**src/rtl/ps2_pkg.sv**
```systemverilog
// Shared types and constants for the PS/2 scancode receiver.
package ps2_pkg;

    typedef enum logic [1:0] {
        IDLE,
        DATA,
        PARITY,
        STOP
    } ps2_state_t;

    localparam logic [7:0] PS2_PREFIX_EXT = 8'hE0;
    localparam logic [7:0] PS2_PREFIX_BRK = 8'hF0;

    typedef struct packed {
        logic       ext;
        logic       brk;
        logic [7:0] code;
    } ps2_event_t;

endpackage

```
**src/rtl/ps2_event_fifo.sv**
```systemverilog
// First-word fall-through FIFO of decoded key events with sticky overflow flag.
module ps2_event_fifo
    import ps2_pkg::*;
#(
    parameter int DEPTH = 8
) (
    input  logic       clk_i,
    input  logic       rst_i,
    input  logic       push_i,
    input  ps2_event_t wr_data_i,
    input  logic       pop_i,
    output ps2_event_t rd_data_o,
    output logic       empty_o,
    output logic       full_o,
    output logic       overflow_o
);

    localparam int AW = $clog2(DEPTH);

    ps2_event_t       mem_q [DEPTH];
    ps2_event_t       last_q;
    logic [AW:0]      wr_ptr_q;
    logic [AW:0]      rd_ptr_q;
    logic             overflow_q;
    logic             do_push;
    logic             do_pop;

    assign empty_o = (wr_ptr_q == rd_ptr_q);
    assign full_o  = (wr_ptr_q[AW] != rd_ptr_q[AW]) &&
                     (wr_ptr_q[AW-1:0] == rd_ptr_q[AW-1:0]);

    // A pop frees the slot the simultaneous push lands in, so a full FIFO accepts both.
    assign do_pop  = pop_i && !empty_o;
    assign do_push = push_i && (!full_o || do_pop);

    // NOTE: the storage array has no reset; it is never observed until written.
    always_ff @(posedge clk_i) begin
        if (do_push) begin
            mem_q[wr_ptr_q[AW-1:0]] <= wr_data_i;
        end
    end

    always_ff @(posedge clk_i) begin
        if (rst_i) begin
            wr_ptr_q   <= '0;
            rd_ptr_q   <= '0;
            overflow_q <= 1'b0;
            last_q     <= '0;
        end else begin
            if (do_push) wr_ptr_q <= wr_ptr_q + 1'b1;
            if (do_pop)  rd_ptr_q <= rd_ptr_q + 1'b1;
            if (push_i && !do_push) overflow_q <= 1'b1;
            if (!empty_o) last_q <= mem_q[rd_ptr_q[AW-1:0]];
        end
    end

    assign rd_data_o  = empty_o ? last_q : mem_q[rd_ptr_q[AW-1:0]];
    assign overflow_o = overflow_q;

endmodule

```
**src/rtl/ps2_scancode_rx.sv**
```systemverilog
// PS/2 keyboard receiver: synchroniser, clock glitch filter, frame FSM, prefix decode, event FIFO.
// Define PS2_REPEAT_FILTER_EN to suppress typematic auto-repeat make events.
module ps2_scancode_rx
    import ps2_pkg::*;
#(
    parameter int FIFO_DEPTH     = 8,
    parameter int FILTER_LEN     = 8,
    parameter int TIMEOUT_CYCLES = 200000
) (
    input  logic       clk_100MHz,
    input  logic       rst,
    input  logic       PS2_clk,
    input  logic       PS2_data,
    input  logic       rd_en,
    output logic [7:0] code,
    output logic       is_ext,
    output logic       is_break,
    output logic       empty,
    output logic       full,
    output logic       overflow,
    output logic       frame_err
);

    localparam int FW = $clog2(FILTER_LEN + 1);
    localparam int TW = $clog2(TIMEOUT_CYCLES + 1);
    localparam logic [FW-1:0] FILT_LAST = FW'(FILTER_LEN - 1);
    localparam logic [TW-1:0] TMO_LAST  = TW'(TIMEOUT_CYCLES - 1);

    logic [1:0]    clk_sync_q;
    logic [1:0]    data_sync_q;
    logic          filt_q;
    logic [FW-1:0] filt_cnt_q;
    logic          strobe_q;
    logic          data_s;

    ps2_state_t    state_q;
    logic [2:0]    bit_cnt_q;
    logic [7:0]    shift_q;
    logic          parity_q;
    logic [TW-1:0] tmo_q;
    logic [7:0]    byte_q;
    logic          byte_valid_q;
    logic          frame_err_q;

    logic          ext_q;
    logic          brk_q;
    logic          is_prefix;
    logic          event_v;
    logic          keep;
    logic          push;
    ps2_event_t    wr_event;
    ps2_event_t    head;

    assign data_s = data_sync_q[1];

    // Synchronisers reset to the idle-high bus level so reset never fakes a falling edge.
    always_ff @(posedge clk_100MHz) begin
        if (rst) begin
            clk_sync_q  <= 2'b11;
            data_sync_q <= 2'b11;
            filt_q      <= 1'b1;
            filt_cnt_q  <= '0;
            strobe_q    <= 1'b0;
        end else begin
            clk_sync_q  <= {clk_sync_q[0], PS2_clk};
            data_sync_q <= {data_sync_q[0], PS2_data};
            strobe_q    <= 1'b0;
            if (clk_sync_q[1] == filt_q) begin
                filt_cnt_q <= '0;
            end else if (filt_cnt_q == FILT_LAST) begin
                filt_q     <= clk_sync_q[1];
                filt_cnt_q <= '0;
                strobe_q   <= ~clk_sync_q[1];
            end else begin
                filt_cnt_q <= filt_cnt_q + 1'b1;
            end
        end
    end

    always_ff @(posedge clk_100MHz) begin
        if (rst) begin
            state_q      <= IDLE;
            bit_cnt_q    <= '0;
            shift_q      <= '0;
            parity_q     <= 1'b0;
            tmo_q        <= '0;
            byte_q       <= '0;
            byte_valid_q <= 1'b0;
            frame_err_q  <= 1'b0;
        end else begin
            byte_valid_q <= 1'b0;
            frame_err_q  <= 1'b0;
            if (state_q == IDLE) begin
                tmo_q <= '0;
                if (strobe_q && !data_s) begin
                    state_q   <= DATA;
                    bit_cnt_q <= '0;
                end
            end else if (strobe_q) begin
                tmo_q <= '0;
                case (state_q)
                    DATA: begin
                        shift_q   <= {data_s, shift_q[7:1]};
                        bit_cnt_q <= bit_cnt_q + 1'b1;
                        if (bit_cnt_q == 3'd7) state_q <= PARITY;
                    end
                    PARITY: begin
                        parity_q <= data_s;
                        state_q  <= STOP;
                    end
                    default: begin
                        if (data_s && (^{shift_q, parity_q})) begin
                            byte_q       <= shift_q;
                            byte_valid_q <= 1'b1;
                        end else begin
                            frame_err_q  <= 1'b1;
                        end
                        state_q <= IDLE;
                    end
                endcase
            end else if (tmo_q == TMO_LAST) begin
                frame_err_q <= 1'b1;
                state_q     <= IDLE;
                tmo_q       <= '0;
            end else begin
                tmo_q <= tmo_q + 1'b1;
            end
        end
    end

    assign is_prefix = (byte_q == PS2_PREFIX_EXT) || (byte_q == PS2_PREFIX_BRK);
    assign event_v   = byte_valid_q && !is_prefix;
    assign push      = event_v && keep;
    assign wr_event  = '{ext: ext_q, brk: brk_q, code: byte_q};

    always_ff @(posedge clk_100MHz) begin
        if (rst || frame_err_q) begin
            ext_q <= 1'b0;
            brk_q <= 1'b0;
        end else if (byte_valid_q) begin
            if (byte_q == PS2_PREFIX_EXT) begin
                ext_q <= 1'b1;
            end else if (byte_q == PS2_PREFIX_BRK) begin
                brk_q <= 1'b1;
            end else begin
                ext_q <= 1'b0;
                brk_q <= 1'b0;
            end
        end
    end

`ifdef PS2_REPEAT_FILTER_EN
    logic       rep_valid_q;
    logic [8:0] rep_q;
    logic       rep_match;

    assign rep_match = rep_valid_q && (rep_q == {ext_q, byte_q});
    assign keep      = brk_q || !rep_match;

    always_ff @(posedge clk_100MHz) begin
        if (rst) begin
            rep_valid_q <= 1'b0;
            rep_q       <= '0;
        end else if (event_v) begin
            if (!brk_q) begin
                rep_valid_q <= 1'b1;
                rep_q       <= {ext_q, byte_q};
            end else if (rep_match) begin
                rep_valid_q <= 1'b0;
            end
        end
    end
`else
    assign keep = 1'b1;
`endif

    ps2_event_fifo #(
        .DEPTH(FIFO_DEPTH)
    ) u_fifo (
        .clk_i      (clk_100MHz),
        .rst_i      (rst),
        .push_i     (push),
        .wr_data_i  (wr_event),
        .pop_i      (rd_en),
        .rd_data_o  (head),
        .empty_o    (empty),
        .full_o     (full),
        .overflow_o (overflow)
    );

    assign code      = head.code;
    assign is_ext    = head.ext;
    assign is_break  = head.brk;
    assign frame_err = frame_err_q;

endmodule

```
**config.mk**
```make
export PLATFORM = sky130hd
export DESIGN_NAME = ps2_scancode_rx
export DESIGN_NICKNAME = d
export VERILOG_FILES = /design/src/rtl/ps2_pkg.sv /design/src/rtl/ps2_event_fifo.sv /design/src/rtl/ps2_scancode_rx.sv
export SDC_FILE = /design/constraint.sdc
export NUM_CORES = 1
export LEC_CHECK = 0
export BUFFER_PORTS_ARGS = -buffer_cell sky130_fd_sc_hd__buf_4
export CORE_MARGIN = 2
export CORE_UTILIZATION = 48
export DETAILED_ROUTE_END_ITERATION = 6
export PLACE_DENSITY = 0.62
export SETUP_SLACK_MARGIN = 0.15
export SYNTH_ARGS = -nofsm -noshare
export SYNTH_HDL_FRONTEND = slang
export SYNTH_SLANG_ARGS = --single-unit
```
**constraint.sdc**
```tcl
create_clock -name clk_100MHz -period 2.9 [get_ports clk_100MHz]
set_clock_uncertainty 0.2 [all_clocks]
set_input_delay 0.29 -clock clk_100MHz [delete_from_list [all_inputs] [get_ports clk_100MHz]]
set_output_delay 0.29 -clock clk_100MHz [all_outputs]
set_load 0.05 [all_outputs]
```
==> Yosys cells after proc, flatten, opt, wreduce, memory -nomap -nowiden <==
Memory sizes are Yosys's and may differ from the RTL's. A register that Yosys moved wholly into a read port is not among the register bits.
Cells that the tools add are included.
{ "totals": {"reg_bits": 73, "latch_bits": 0, "ramBits": 80, "rom_bits": 0, "in_bits": 5, "out_inout_bits": 14, "word_cells": 105, "mem_count": 1} }
{ "classes": {"add_sub_neg": 5, "n_mul": 0, "n_div": 0, "n_lt_le_gt_ge": 0, "n_eq_ne": 14, "n_shift": 0, "muxes": 23, "bitwise": 7, "reduce_logical": 34} }
{ "memory_table": {"columns": ["memory", "depth", "word_bits", "read_ports", "rd_ports_with_merged_regs", "wr", "line_no", "rtl"], "rows": [
  ["u_fifo.mem_q", 8, 10, 1, 1, 1, "ps2_event_fifo.sv:20", "ps2_event_t mem_q [DEPTH];"]
]} }
{ "ops": {"columns": ["operator", "count"], "rows": [
  ["$add 18x1->18 const B", 1],
  ["$eq 18x18->1 const B", 1],
  ["$mux 3", 6],
  ["$eq 8x8->1 const B", 2],
  ["$add 4x1->4 const B", 3],
  ["$reduce_and 3->1", 4],
  ["$mux 1", 10],
  ["$mux 10", 1],
  ["$mux 2", 5],
  ["$reduce_xor 9->1", 1],
  ["$logic_and 1x1->1", 7],
  ["$not 1->1", 7],
  ["$reduce_and 2->1", 3],
  ["$reduce_or 3->1", 2],
  ["$logic_not 1->1", 5],
  ["$reduce_or 5->1", 1],
  ["$eq 4x3->1 const B", 1],
  ["$eq 4x4->1", 1],
  ["$ne 4x4->1 const B", 1],
  ["$pmux 2 s2", 1],
  ["$reduce_and 4->1", 1],
  ["$reduce_bool 2->1", 2],
  ["$reduce_or 2->1", 2],
  ["$reduce_or 4->1", 1],
  ["other kinds (12)", 14]
]} }

==> Depth between registers and ports, before layout <==
Gate-level depths: netlist of the first run.
{ "depth": {"word_depth": 7, "depth_mapped": 8, "mapped_depth_nobuf": 7} }

==> Hierarchy <==
A second synthesis of the first run with hierarchy kept.
{ "unflattened": {"cells_unflattened": 491, "hier_area_um2": 6598.8} }
{ "modules_own_cells": {"columns": ["module", "instances", "cells_per_inst", "area_per_inst_um2"], "rows": [
  ["ps2_event_fifo", 1, 239, 4282.9],
  ["ps2_scancode_rx", 1, 252, 2316.0]
]} }

==> Worst setup path after synthesis of the first run <==
No wires, ideal clock.
{ "synth_timing": {"path_type": "reg2out", "startpoint": "register u_fifo.wr_ptr_q[0]", "endpoint": "output code[1]", "t_arrival_ps": 2178, "path_slack_ps": 232, "stages_incl_launch_ff": 7, "path_buffers": 2, "cell_sequence": "dfxtp_1 -> buf_2 -> xnor2_1 -> and4b_1 -> buf_1 -> nand2_1 -> o21ai_0"} }
{ "synth_via": {"elab_chain_len": 2} }
{ "synth_rtl": {"columns": ["element", "line_no", "rtl"], "rows": [
  ["start, declared", "ps2_event_fifo.sv:22", "logic [AW:0] wr_ptr_q;"],
  ["start signal, assigned", "ps2_event_fifo.sv:50", "if (do_push) wr_ptr_q <= wr_ptr_q + 1'b1;"],
  ["$eq 4x4->1", "ps2_event_fifo.sv:28", "assign empty_o = (wr_ptr_q == rd_ptr_q);"],
  ["net empty", "ps2_scancode_rx.sv:18", "output logic empty,"],
  ["$mux 10", "ps2_event_fifo.sv:57", "assign rd_data_o = empty_o ? last_q : mem_q[rd_ptr_q[AW-1:0]];"],
  ["end, declared", "ps2_scancode_rx.sv:15", "output logic [7:0] code,"]
]} }
The timed path passes the listed nets, and every way through them passes these cells.

==> Final worst setup path of the first run <==
{ "layout_timing": {"startpoint": "register u_fifo.wr_ptr_q[1]", "endpoint": "output is_ext"} }
{ "layout_via": {"elab_chain_len": 2} }
{ "layout_rtl": {"columns": ["element", "line_no", "rtl"], "rows": [
  ["$eq 4x4->1", "ps2_event_fifo.sv:28", null],
  ["$mux 10", "ps2_event_fifo.sv:57", null],
  ["end, declared", "ps2_scancode_rx.sv:16", "output logic is_ext,"]
]} }
No other way between the ends.

==> results.py, run 1 <==
metrics = {
    "synthesis": {
        "avgSynthCellArea_um2": 13.16,
        "yosys-mux-area-fraction_pct": 11.16,
        "synth_edf_count": 80,
        "yosys_warnings": 0,
        "synth.most_common_cell": "edfxtp_1",
        "yosys.area_share.xor_xnor_pct": 5.278,
        "synth_largest_area_cell": "edfxtp_1",
        "syn_area_um2": 6211,
        "synthSimpleGateAreaFrac_pct": 12.49,
        "synth_nets": 487,
        "seq_area_frac_synth_pct": 63.17,
        "ys.flop_type": "edfxtp_1",
        "yosysTopAreaCellShare_pct": 38.68,
        "syn_inst": 472,
        "synth_cell_type_count": 45,
        "synthAdderAreaFrac_pct": 2.015,
        "synthTopCellsByArea": "edfxtp_1 39%, dfxtp_1 24%, mux4_2 7.3%",
        "synth_top_family_by_area": "simple AND/OR/NAND/NOR gates",
        "ys_seq_elements": 156,
        "synth_compound_area_share_pct": 3.707,
        "ys_async_sr_fraction_pct": 0,
        "yosys-top-cells-count": "80 x edfxtp_1, 76 x dfxtp_1, 54 x nor2_1",
    },
    "routing": {
        "dr.first_iter.drc_count": 241,
        "routed_wl_um": 10850,
        "vias": 3563,
        "post_drt_via_cell_ratio": 5.149,
        "routedWlPerCell_um": 15.67,
        "route.antenna.remaining_nets": 0,
        "drtPass1Iterations": 4,
        "route.detailed.drc": 0,
    },
    "timing": {
        "tightest_slew_ns": 0.7551,
        "tns_ns": 0,
        "fin_crit_ns": 2.567,
        "fin_crit_sh_pct": 88.53,
        "maxSlewHeadroom_pct": 49.59,
        "hold_viol": 0,
        "rsz0062_at_grt": "false",
        "clock.fmax_mhz": 389.5,
        "setup_violations": 0,
        "slew_viol_final": 0,
    },
    "clock_network": {
        "clkTransAtPathRegs_ns": 0.06,
        "clock-root-buffer": "clkbuf_16",
        "numCtsBuffers": 17,
        "post-cts-setup-buffer-count": 0,
        "cts.path.max_buffers": 2,
        "clk_latency_ns": 0.42,
        "cts_htree_levels": 4,
        "cts_tree": "built",
        "cts_num_sinks": 156,
    },
    "setup_path": {
        "worstPathArrival_ns": 2.08,
        "r2r_cells": 6,
        "crit_path_max_incr_delay_ns": 0.49,
        "path_max_fanout": 21,
        "reg2reg_slack_ns": 0.38,
        "r2r_start": "byte_q[0]",
        "cp_common_cell": "buf_4",
        "crit_end": "is_ext",
        "critical_path.endpoint_type": "primary output",
        "crit_chain": "xnor2_1, and4b_1, buf_4, nand2_1, o21ai_0, buf_4",
        "cp-start-kind": "flip-flop",
        "slowest_stage": "dfxtp_1",
        "critical_path_class": "reg2out",
        "reg2reg_to": "u_fifo.mem_q[6][1]",
        "startpoint": "u_fifo.wr_ptr_q[1]",
        "crit_required_ns": 2.41,
    },
    "die": {
        "die_w_um": 117.8,
        "start_util_pct": 49.22,
        "fp-row-count": 41,
        "die_area_um2": 13870,
        "core_region_area_um2": 12620,
        "die_h_um": 117.8,
        "num_io_pins": 19,
    },
    "placed_design": {
        "placed_cells": 658,
        "place.port_buffers": 18,
        "dp_hpwl_um": 7032,
        "gp_congestion": 0.8050,
        "dpl-instance-area_um2": 6599,
    },
    "global_route": {
        "grt_max_degree": 54,
        "antenna_found_initial": 0,
        "grt_pass1_wl_um": 17730,
        "grt_use_total_pct": 16.94,
        "first_global_vias": 3492,
        "grt_overflow": 0,
    },
    "outcome": {
        "status": "finished clean",
    },
    "cells_and_area": {
        "final_area_um2": 7151,
        "finalNetCount": 522,
        "area_growth_pct": 15.13,
        "drive_gt1_share_pct": 18.08,
        "num_antenna_cells": 0,
        "stdcell_count": 692,
    },
    "run": {
        "drv_cap": 0,
    },
    "power_and_ir_drop": {
        "power.density_nw_per_um2": 596.5,
        "peakVddDrop_v": 0.0004887,
        "p_leak_uw": 0.002477,
    },
    "hold_path": {
        "hold_class": "in2reg",
    },
}
-- layout by cell type (no fill, tap or decap), drive strengths merged, types with 11 or more instances in the layout --
| master | n |
|---|---|
| nor2 | 54 |
| clkbuf | 17 |
| buf | 32 |
| edfxtp | 80 |
| o21ai | 15 |
| dfxtp | 76 |
| xnor2 | 22 |
| nand2 | 38 |
| inv | 15 |
| a21oi | 12 |
| nor3 | 12 |
| nor2b | 11 |
| mux2i | 23 |
| mux4 | 20 |
-- per-stage QoR --
| step | setup WS [ns] | utilization [%] | hold WS, ns | power (uW) |
|---|---|---|---|---|
| after global routing | 0.1604 | 56.66 | 0.06342 | 4406 |
| after global placement | 0.3909 | 52.29 | 0.1918 | 2370 |
| after CTS | 0.2693 | 56.61 | 0.02881 | 4328 |
| after detailed placement | 0.2925 | 52.29 | 0.1967 | 2371 |
| final | 0.3327 | 56.66 | 0.05949 | 4265 |
| after floorplan | 0.2317 | - | 0.1895 | 2363 |
-- state kept, by name, indices dropped and copies added (netlist names), 2 cells and up, named ones only --
name             flops
u_fifo.last_q       10
tmo_q               18
u_fifo.wr_ptr_q      4
bit_cnt_q            3
u_fifo.rd_ptr_q      4
filt_cnt_q           4
clk_sync_q           2
data_sync_q          2
state_q              2
u_fifo.mem_q        80
shift_q              8
byte_q               8
-- where the power goes --
group          switching [uW]  internal, uW  leakage [uW]  total [uW]
clock network             856          1080      0.000248        1940
logic                    15.1          8.51      0.000875        23.7
registers                1.81          2300       0.00135        2300
-- cell type report --
class,count,area [um^2]
fillers,1070,5469
flip-flops and latches,156,3925
multi-input cells,285,2163
clock buffers,17,425.4
repair buffers,34,272.8
well taps,172,215.2
clock inverters,15,100.1
inverters,13,48.80
-- logic make-up after synthesis --
logic type / after synthesis
and+or+nand+nor: 160
muxes: 43
AOI/OAI and AO/OA: 38
buffers and inverters: 31
DFF: 156
adders and majority gates: 10
xor gates and xnor gates: 34
-- what timing repair did --
action,4_1_cts,5_1_grt
hold endpoints to repair,2,0
resized for setup,0,2
endpoints found under the setup margin,0,8
hold buffers,2,0
-- worst min-delay path by stage --
| stage | endpoint | start | cells past startpoint |
|---|---|---|---|
| floorplan | clk_sync_q[1] | clk_sync_q[0] | 1 |
| global placement | data_sync_q[1] | data_sync_q[0] | 1 |
| detailed placement | data_sync_q[1] | data_sync_q[0] | 1 |
| CTS | u_fifo.overflow_o | rd_en | 4 |
| global route | u_fifo.overflow_o | rd_en | 4 |
| finish | u_fifo.overflow_o | rd_en | 4 |
-- metal layers --
layer  routed length (um)  track usage, %
met5                    0               0
met4                  139           7.455
met3                  467           5.039
met2                 5462           27.58
met1                 4777           20.98
-- worst max-delay path: cells and delay by family (launching register included) --
kind	cells	cell delay [ns]
flops	1	0.49
simple gates	2	0.34
buf+inv	2	0.52
xor+xnor	1	0.18
compound gates	1	0.12
(Power assumes the default switching activity.)
==> inputs of run 2 (changes only) <==
Settings changed: CORE_MARGIN 2 to not set, CTS_CLUSTER_DIAMETER set to 50, HOLD_SLACK_MARGIN set to 0.12.
==> results.py, run 2 (synthesis gave the netlist of run 1 again) <==
metrics = {
    "timing": {
        "finalWorstSetupSlack_ns": 0.2827,
        "fin_crit_ns": 2.617,
        "setup_violations": 0,
        "tightest_slew_ns": 0.7176,
        "clock.fmax_mhz": 382.1,
        "rsz0062_at_grt": "false",
        "hold_viol": 0,
        "timing.hold.ws_ns": 0.1298,
        "slew_viol_final": 0,
        "maxSlewHeadroom_pct": 52.10,
        "fin_crit_sh_pct": 90.25,
        "tns_ns": 0,
    },
    "setup_path": {
        "cp-start-kind": "flip-flop",
        "crit_path_max_incr_delay_ns": 0.51,
        "critical_path_class": "reg2out",
        "path_max_fanout": 9,
        "slowest_stage": "mux4_2",
        "critical_path.endpoint_type": "primary output",
        "crit_family": "multiplexers",
        "crit_required_ns": 2.41,
        "worstPathArrival_ns": 2.13,
        "cp_num_buf_inv": 2,
        "crit_chain": "buf_12, mux4_2, mux2i_1, o21ai_0, buf_4",
    },
    "global_route": {
        "grt_max_degree": 54,
        "grtUsageMet3_pct": 5.753,
        "grt_overflow": 0,
        "grt_use_total_pct": 18.74,
        "grt_use_met2_pct": 31.58,
        "antenna_found_initial": 0,
        "first_global_vias": 3646,
        "grt_busiest_layer": "met2",
        "grt_use_met1_pct": 22.33,
        "grt_pass1_wl_um": 18120,
    },
    "die": {
        "core_region_area_um2": 12620,
        "die_area_um2": 13400,
        "num_io_pins": 19,
        "die_h_um": 115.8,
        "fp-row-count": 41,
        "start_util_pct": 49.22,
        "die_w_um": 115.8,
    },
    "cells_and_area": {
        "drive_gt1_share_pct": 18.04,
        "num_antenna_cells": 0,
        "fin_util_pct": 57.24,
        "finalNetCount": 523,
        "largest_reg_flops": 80,
        "final_common_cell": "edfxtp_1",
        "stdcell_count": 693,
        "area_growth_pct": 16.30,
        "final_cell_mix": "80 x edfxtp_1, 74 x dfxtp_1, 54 x nor2_1",
    },
    "clock_network": {
        "clock-root-buffer": "clkbuf_16",
        "cts.path.max_buffers": 2,
        "cts_tree": "built",
        "numCtsBuffers": 17,
        "cts_htree_levels": 4,
        "cts_num_sinks": 156,
        "clkTransAtPathRegs_ns": 0.06,
        "clk_latency_ns": 0.42,
    },
    "power_and_ir_drop": {
        "switching_power_uw": 887.3,
        "pwr-share-clk_pct": 47.8,
        "peakVddDrop_v": 0.0004157,
        "p_int_uw": 3571,
        "p_leak_uw": 0.002515,
        "netSwitchingFraction_pct": 19.90,
        "power.density_nw_per_um2": 617.2,
        "power_frac_comb_pct": 0.6,
        "seq_power_share_pct": 51.6,
    },
    "placed_design": {
        "gp_congestion": 0.7673,
        "dp_worst_setup_slack_ns": 0.4715,
        "placed_cells": 656,
        "dp_hpwl_um": 6966,
        "place.port_buffers": 18,
    },
    "routing": {
        "routedWlPerCell_um": 15.71,
        "post_drt_via_cell_ratio": 5.133,
        "dr.first_iter.drc_count": 221,
        "routed_wl_um": 10890,
        "route.detailed.drc": 0,
        "route.antenna.remaining_nets": 0,
        "drtPass1Iterations": 4,
        "vias": 3557,
    },
    "outcome": {
        "status": "finished clean",
    },
    "run": {
        "drv_cap": 0,
    },
    "hold_path": {
        "hold_class": "in2reg",
    },
}
## run 2: repair_timing
action	in CTS	in global routing
hold endpoints to repair	7	0
endpoints found under the setup margin	3	3
setup buffers	0	1
hold buffers	3	0
gates cloned	0	1
resized for setup	1	1
## run 2: power by group through the flow
stage	sequential [uW]	clock, uW	combinational [uW]
after floorplan	2350	0	14.8
after global placement	2350	0	21.9
after detailed placement	2350	0	22.4
after CTS	2300	2180	25.6
after global routing	2300	2280	27.6
final	2300	2130	24.9
## run 2: per-stage QoR
stage               total power [uW]  instance area, um^2
detailed placement              2371                 6584
global route                    4609                 7223
floorplan                       2363                 6211
global placement                2371                 6584
CTS                             4504                 7189
finish                          4458                 7223
## run 2: layout make-up
cell class,count,area [um^2]
inverters,13,48.80
repair buffers,35,300.3
clock inverters,15,148.9
flip-flops and latches,156,3926
fillers,1046,5396
clock buffers,17,425.4
well taps,172,215.2
multi-input cells,285,2158
## run 2: worst reg2reg max path: stages, from the launching register on
cell and delay [ns]:
dfxtp_1 0.49, nand4b_1 0.17, o41a_1 0.25, o21ai_2 0.18, or2_2 0.33, nor2_1 0.27, buf_4 0.23
## run 2: layer usage
| metal | wire length [um] | vias up |
|---|---|---|
| met5 | 0 | - |
| met4 | 155 | 0 |
| met3 | 386 | 12 |
| met2 | 5502 | 46 |
| met1 | 4841 | 1721 |
| li1 | - | 1778 |
## run 2: path summary, 6_finish.rpt
| path | endpoint | slack (ns) | start | cells past startpoint |
|---|---|---|---|---|
| min reg2reg | data_sync_q[1] | 0.21 | data_sync_q[0] | 1 |
| max | code[0] | 0.28 | flip-flop | 5 |
| min | bit_cnt_q[1] | 0.13 | rst | 2 |
| max reg2reg | u_fifo.mem_q[6][2] | 0.48 | byte_q[0] | 6 |
==> inputs of run 3 (changes only) <==
Settings changed: REMOVE_ABC_BUFFERS set to 1.
==> results.py, run 3 (synthesis gave the netlist of run 1 again) <==
metrics = {
    "cells_and_area": {
        "area_growth_pct": 16.44,
        "final_common_cell": "edfxtp_1",
        "largest_reg_flops": 80,
        "finalNetCount": 522,
        "num_antenna_cells": 0,
        "final_area_um2": 7232,
        "drive_gt1_share_pct": 17.12,
        "final_cell_mix": "80 x edfxtp_1, 76 x dfxtp_1, 54 x nor2_1",
    },
    "timing": {
        "timing.hold.ws_ns": 0.1467,
        "tightest_slew_ns": 0.6339,
        "clock.fmax_mhz": 387.1,
        "maxSlewHeadroom_pct": 57.74,
        "fin_crit_sh_pct": 89.07,
        "slew_viol_final": 0,
        "fin_crit_ns": 2.583,
        "setup_violations": 0,
        "rsz0062_at_grt": "false",
        "hold_viol": 0,
    },
    "global_route": {
        "first_global_vias": 3511,
        "grt_overflow": 0,
        "grt_pass1_wl_um": 17620,
        "antenna_found_initial": 0,
        "grt_use_total_pct": 18.41,
        "grt_max_degree": 54,
    },
    "power_and_ir_drop": {
        "peakVddDrop_v": 0.0005895,
        "power.density_nw_per_um2": 640.5,
        "p_leak_uw": 0.002517,
    },
    "hold_path": {
        "holdPathStages": 2,
        "hold_class": "in2reg",
    },
    "placed_design": {
        "dpl-instance-area_um2": 6579,
        "dp_hpwl_um": 6874,
        "gp_congestion": 0.7611,
        "place.port_buffers": 18,
    },
    "die": {
        "num_io_pins": 19,
        "die_w_um": 115.8,
        "fp-row-count": 41,
        "die_h_um": 115.8,
        "core_region_area_um2": 12620,
        "die_area_um2": 13400,
        "start_util_pct": 49.22,
    },
    "clock_network": {
        "clk_latency_ns": 0.42,
        "numCtsBuffers": 17,
        "clkTransAtPathRegs_ns": 0.06,
        "clock-root-buffer": "clkbuf_16",
        "cts.path.max_buffers": 2,
        "post-cts-setup-buffer-count": 0,
        "cts_num_sinks": 156,
        "cts_htree_levels": 4,
        "cts_tree": "built",
    },
    "setup_path": {
        "crit_required_ns": 2.41,
        "worstPathArrival_ns": 2.09,
        "path_max_fanout": 20,
        "critical_path_class": "reg2out",
        "critical_path.endpoint_type": "primary output",
        "r2r_cells": 6,
        "cp-start-kind": "flip-flop",
    },
    "routing": {
        "vias": 3603,
        "dr.first_iter.drc_count": 220,
        "drtPass1Iterations": 4,
        "post_drt_via_cell_ratio": 5.207,
        "routed_wl_um": 10880,
        "routedWlPerCell_um": 15.72,
        "route.detailed.drc": 0,
        "route.antenna.remaining_nets": 0,
    },
    "run": {
        "drv_cap": 0,
    },
    "outcome": {
        "status": "finished clean",
    },
}
## run 3: path summary, 6_finish.rpt
check | from | end | slack (ns)
setup / recovery | flip-flop | code[2] | 0.32
hold / removal | rst | u_fifo.wr_ptr_q[3] | 0.15
setup reg to reg | byte_q[0] | u_fifo.mem_q[4][8] | 0.66
hold reg to reg | data_sync_q[0] | data_sync_q[1] | 0.21
## run 3: metrics by stage
step           cells  total power, uW  utilization [%]  setup slack (ns)  setup TNS [ns]
2_1_floorplan    454             2353                -           -0.1755          -3.482
3_3_place_gp     657             2371            52.13            0.6535               0
3_5_place_dp     657             2372            52.13            0.6392               0
4_1_cts          692             4689            57.28            0.1720               0
5_1_grt          692             4779            57.31            0.1623               0
6_report         692             4632            57.31            0.3169               0
## run 3: area by class of cell
cell class | count | area [um^2]
fillers | 1073 | 5388
inverters | 13 | 48.80
flip-flops and latches | 156 | 3924
multi-input cells | 285 | 2158
clock inverters | 9 | 161.4
well taps | 172 | 215.2
repair buffers | 34 | 266.5
clock buffers | 23 | 457.9
## run 3: metal layers
layer	vias to the layer above	GRT usage [%]	share of wire (%)
li1	1772	-	-
met1	1775	22.15	47
met2	47	30.18	49
met3	9	6.433	3.5
met4	0	7.863	1.4
met5	-	0	0
## run 3: critical path, stage by stage (launching register included)
cell and delay [ns]:
dfxtp_1 0.32, buf_6 0.27, mux4_2 0.54, mux2i_1 0.20
o21ai_0 0.13, buf_4 0.21
## run 3: repair_timing
item                                   in CTS  in global routing
hold buffers                                3                  0
endpoints found under the hold margin       7                  0
resized for setup                           0                  1
setup endpoints to repair                   0                  6
## run 3: power breakdown
part / total [uW] / leakage [uW] / internal [uW] / switching (uW)
clock: 2300 / 0.000292 / 1470 / 837
combinational: 25.7 / 0.000871 / 9.40 / 16.3
sequential: 2300 / 0.00135 / 2300 / 1.88
total: 4630 / 0.00252 / 3780 / 855
